### src/rtl/mem_stage_ctrl.sv
// MEM-stage controller: data memory enable/strobe, pipeline stall, flush, halt and error tracking.
// Define MEM_STAGE_CTRL_TIMEOUT_EN to compile in a 4-bit watchdog on the WAIT state.
module mem_stage_ctrl (
  input  logic        clk,
  input  logic        rst,
  input  logic        valid_in,
  input  logic        mem_read_in,
  input  logic        mem_wrt_in,
  input  logic        branchtake_in,
  input  logic        halt_in,
  input  logic        mem_done,
  input  logic        mem_err,
  output logic        mem_en,
  output logic        mem_wr,
  output logic        pipe_stall,
  output logic        flush,
  output logic        send_nop,
  output logic        halt_out,
  output logic        err,
  output logic [15:0] stall_cnt
);

  typedef enum logic [1:0] {IDLE, WAIT, HALTED} state_t;

  state_t      state;
  state_t      state_nxt;
  logic        wr_q;
  logic        err_q;
  logic [15:0] cnt_q;

  logic        req;
  logic        en_c;
  logic        wr_c;
  logic        stall_c;
  logic        flush_c;
  logic        halt_c;
  logic        err_set;
  logic        to_expire;

  assign req = valid_in & (mem_read_in | mem_wrt_in);

`ifdef MEM_STAGE_CTRL_TIMEOUT_EN
  logic [3:0] to_q;

  // Fifteenth WAIT cycle without completion trips the watchdog.
  assign to_expire = (to_q == 4'd14);

  always_ff @(posedge clk) begin
    if (!rst) begin
      to_q <= 4'd0;
    end else if (state != WAIT) begin
      to_q <= 4'd0;
    end else if (!mem_done) begin
      to_q <= to_q + 4'd1;
    end
  end
`else
  assign to_expire = 1'b0;
`endif

  always_comb begin
    state_nxt = state;
    en_c      = 1'b0;
    wr_c      = 1'b0;
    stall_c   = 1'b0;
    flush_c   = 1'b0;
    halt_c    = 1'b0;
    err_set   = 1'b0;
    case (state)
      IDLE: begin
        en_c = req;
        wr_c = req & mem_wrt_in;
        if (req && mem_err) begin
          stall_c   = 1'b1;
          err_set   = 1'b1;
          state_nxt = HALTED;
        end else if (req && !mem_done) begin
          stall_c   = 1'b1;
          state_nxt = WAIT;
        end else if (valid_in && halt_in) begin
          state_nxt = HALTED;
        end
        flush_c = valid_in & branchtake_in & ~halt_in & ~stall_c;
      end
      WAIT: begin
        en_c = 1'b1;
        wr_c = wr_q;
        // A fault overrides a simultaneous completion.
        if (mem_err) begin
          stall_c   = 1'b1;
          err_set   = 1'b1;
          state_nxt = HALTED;
        end else if (mem_done) begin
          state_nxt = IDLE;
        end else begin
          stall_c = 1'b1;
          if (to_expire) begin
            err_set   = 1'b1;
            state_nxt = HALTED;
          end
        end
        flush_c = valid_in & branchtake_in & ~halt_in & ~stall_c;
      end
      HALTED: begin
        stall_c = 1'b1;
        halt_c  = 1'b1;
      end
      default: state_nxt = IDLE;
    endcase
  end

  always_ff @(posedge clk) begin
    if (!rst) begin
      state <= IDLE;
      wr_q  <= 1'b0;
      err_q <= 1'b0;
      cnt_q <= 16'd0;
    end else begin
      state <= state_nxt;
      if (state == IDLE && state_nxt == WAIT) wr_q <= mem_wrt_in;
      if (err_set) err_q <= 1'b1;
      if (stall_c && state != HALTED && cnt_q != 16'hFFFF) cnt_q <= cnt_q + 16'd1;
    end
  end

  // Reset forces every single-bit output low, even in the middle of an access.
  assign mem_en     = rst & en_c;
  assign mem_wr     = rst & wr_c;
  assign pipe_stall = rst & stall_c;
  assign send_nop   = rst & stall_c;
  assign flush      = rst & flush_c;
  assign halt_out   = rst & halt_c;
  assign err        = rst & err_q;
  assign stall_cnt  = cnt_q;

endmodule

### config.mk
export PLATFORM = sky130hd
export DESIGN_NAME = mem_stage_ctrl
export DESIGN_NICKNAME = d
export VERILOG_FILES = /design/src/rtl/mem_stage_ctrl.sv
export SDC_FILE = /design/constraint.sdc
export NUM_CORES = 1
export LEC_CHECK = 0
export ABC_AREA = 0
export CORE_MARGIN = 2
export CORE_UTILIZATION = 40
export CTS_CLUSTER_DIAMETER = 60
export DETAILED_ROUTE_END_ITERATION = 7
export GPL_TIMING_DRIVEN = 0
export PLACE_DENSITY = 0.79
export SYNTH_ARGS = -nofsm -noshare
export SYNTH_HDL_FRONTEND = slang
export SYNTH_SLANG_ARGS = --single-unit
### constraint.sdc
create_clock -name clk -period 3.3 [get_ports clk]
set_input_delay 0.495 -clock clk [delete_from_list [all_inputs] [get_ports clk]]
set_output_delay 0.495 -clock clk [all_outputs]
set_load 0.01 [all_outputs]
==> parameters.txt <==
Parameter                              Value

Critical path
  Kind of start point of the critical path    input pin
  CP Class    input pin to primary output
  Peak fanout along the critical path    10
  Endpoint of the lowest-slack register-to-register path    stall_cnt[7]
  Sort of element at the end of the critical path    primary output
  WP data required    2.80 ns
  Critical path launch point    mem_err
  Setup slack of the most critical reg-to-reg path    1.44 ns
  Logic depth of the worst register-to-register path    7
  Startpoint of the worst register-to-register path    stall_cnt[0]
  Capture point of the worst path    send_nop
  Arrival time at the worst endpoint    2.64 ns

Global routing
  Global routing usage on met2    34.8%
  Met3 routing resource usage after global routing    4.84%
  Via count of the first global-routing pass    1,226
  GR Layer Usage met1    22.1%
  Number of antenna violations at the first check in global routing    0
  Global-route wire length before repair    5090 um
  Global-route layer with the greatest usage    met2
  Overall track demand over capacity in global routing    19.0%
  Maximum number of pins on one net before global-route repair    12
  Final global-route overflow total    0

Synthesis
  Flip-flop cell with the highest count after synthesis    dfxtp_1
  Count of flip-flops with a built-in enable after synthesis    0
  Share of synthesized area occupied by flip-flops and latches    33.9%
  Post-synthesis cell count    139
  Syn_nets    149
  Register bit total from synthesis    20
  Count of warnings emitted by yosys    0
  Most used standard cell by instance count after synthesis    dfxtp_1
  Ranking of synthesized cells by instance count    dfxtp_1, a21oi_1, nand2_1
  Synth Area per Inst    8.51 sq um
  Cell type contributing the most total cell area after synthesis    dfxtp_1
  Synth Cell Area    1180 sq um
  Synth top area cells    dfxtp_1, a21oi_1, o31ai_1, or4_1, nand2_1
  Proportion of netlist area held by the largest area contributor    33.9%
  Number of distinct library cell variants in the gate-level netlist after synthesis    39
  Async SR Flop Fraction    0%

Pwr
  Leakage    0.506 nW
  Largest voltage drop on the vdd net    0.000282 V
  Total power divided by cell area    303 nW/um^2

Status
  Outcome    complete, no violations

Min path
  Path class of the lowest-slack min-delay path    flop to flop

Timing
  Slew of the pin with the lowest slew margin    0.515 ns
  Post-layout min period    3.14 ns
  Setup repair after global routing missed its margin    no
  Total count of max-transition violations in the final report    0
  Part of the cycle the worst path needs    95.0%
  Relative slew slack    65.7%
  Final worst hold slack    0.494 ns
  Final number of hold-violating endpoints    0
  Top achievable clock speed    319 MHz
  Clock Skews    0.00700 ns
  Setup TNS Final    0 ns
  Setup-failing EPs final    0

Drt
  Total routed wirelength    3210 um
  Router iterations before antenna repair    4
  Routed len/inst    15.6 um
  DR vias/cell    5.98
  Post-route DRC violation count    0
  Routed Antenna Nets    0
  Total vias in the final route    1,232
  Number of violations reported at the end of detailed-routing iteration 0    38

Clock tree
  Clock root buffer master    clkbuf_4
  Clock Tree Buf Depth    2
  Clock input transition at the sequential cells of the worst setup and hold paths    0.12 ns
  Clk Latency, worst-skew pair    0.31 ns
  TritonCTS clock tree    built
  CTS resizes    0
  Clock sink total    20
  Number of levels in the clock H-tree    1
  Number of buffers added by the clock tree synthesis step    3

Floorplanning
  Die Area    3410 sq um
  Horizontal die dimension    58.4 um
  Starting density of the core    42.5%
  Row count    19
  Core footprint    2780 sq um
  I/O pin total    32
  Die height    58.4 um

Place
  Count of buffers inserted at the top-level ports    31
  Detailed-placement wirelength estimate    2380 um
  Final weighted congestion of routability-driven global placement    0.757

Layout
  Fraction of final layout cells with drive strength greater than 1    8.00%
  Final core utilization    56.6%
  Antenna fix cells    0
  Filler instances    252
  Relative area change from synthesis to final layout    33.2%
  Number of nets at the end of the flow    186
  Sequential cell area in the final layout    400 sq um
  Total area of multi-input combinational cells    713 sq um

Flow run
  # Max-Cap Violations    0
## layer usage
metal  share of wire, %  routed length (um)
met5                  0                   0
met4                1.3                  42
met3                4.8                 154
met2                 51                1640
met1                 43                1370
## report_power, final
group / switching (W) / internal (W) / total (W)
clock network: 0.0000828 / 0.0000674 / 0.000150
registers: 0.00000418 / 0.000246 / 0.000250
logic: 0.0000395 / 0.0000378 / 0.0000773
total: 0.000127 / 0.000351 / 0.000478
## worst max-delay path, stage by stage
cell and delay, ns:
clkdlybuf4s50_1 0.57, or2b_1 0.19, o211ai_4 0.10, buf_6 0.15, buf_2 0.19, a21oi_1 0.27
buf_4 0.16, clkdlybuf4s50_1 0.52
## state kept, by name, indices dropped and copies added (netlist names)
signal     flops
err_q          1
stall_cnt     16
state          2
wr_q           1
## cell families (layout without fill, tap and decap cells)
group / count (synthesis) / count (layout) / synth area share (%)
simple gates: 67 / 67 / 35.3
compound gates: 36 / 36 / 20.5
flops: 20 / 20 / 33.9
buf+inv: 11 / 47 / 5.82
mux: 4 / 4 / 3.39
fa+ha+maj: 1 / 1 / 1.06
## cells in the final DEF (no fill, tap or decap), types with 2 or more instances in the layout
cell type,instances
nand4_1,5
or4_1,10
buf_4,3
nand3b_1,2
o31ai_1,10
dfxtp_1,20
nand2_1,11
nand3_1,4
nor4_1,5
and4_1,2
nand2b_1,6
and2_1,3
nor3_1,2
o21ai_1,2
a21oi_1,16
o21ai_0,3
and3_1,2
inv_1,4
mux2i_1,4
clkbuf_1,2
clkbuf_4,3
nor2_1,6
clkdlybuf4s50_1,31
## stage by stage
stage                     std cells  cell area [sq um]  worst slack (ns)  total power (W)
final                           206               1580             0.164         0.000478
after global routing            206               1580             0.104         0.000495
after CTS                       205               1570            0.0659         0.000477
after detailed placement        201               1530            0.0848         0.000330
after global placement          201               1530             0.117         0.000327
after floorplan                 139               1180              1.25         0.000294
## timing repair
action / 4_1_cts / 5_1_grt
setup buffers: 0 / 1
endpoints found under the setup margin: 0 / 1
hold buffers: 0 / 0
## layout make-up
| type | instances | share of cell area [%] |
|---|---|---|
| Clock buffer | 4 | 2.30 |
| Timing Repair Buffer | 32 | 20.2 |
| Multi-Input combinational cell | 108 | 45.3 |
| Inverter | 4 | 0.953 |
| Buffer | 7 | 3.42 |
| Tap cell | 31 | 2.46 |
| Sequential cell | 20 | 25.4 |
## worst min path at each step
stage | endpoint | slack, ns | start | cells after the start
detailed placement | stall_cnt[15] | 0.49 | stall_cnt[15] | 2
floorplan | stall_cnt[15] | 0.50 | stall_cnt[15] | 2
global placement | stall_cnt[15] | 0.48 | stall_cnt[15] | 2
CTS | stall_cnt[15] | 0.50 | stall_cnt[15] | 2
finish | stall_cnt[15] | 0.49 | stall_cnt[15] | 2
global route | stall_cnt[15] | 0.51 | stall_cnt[15] | 2
(Power assumes the default switching activity.)
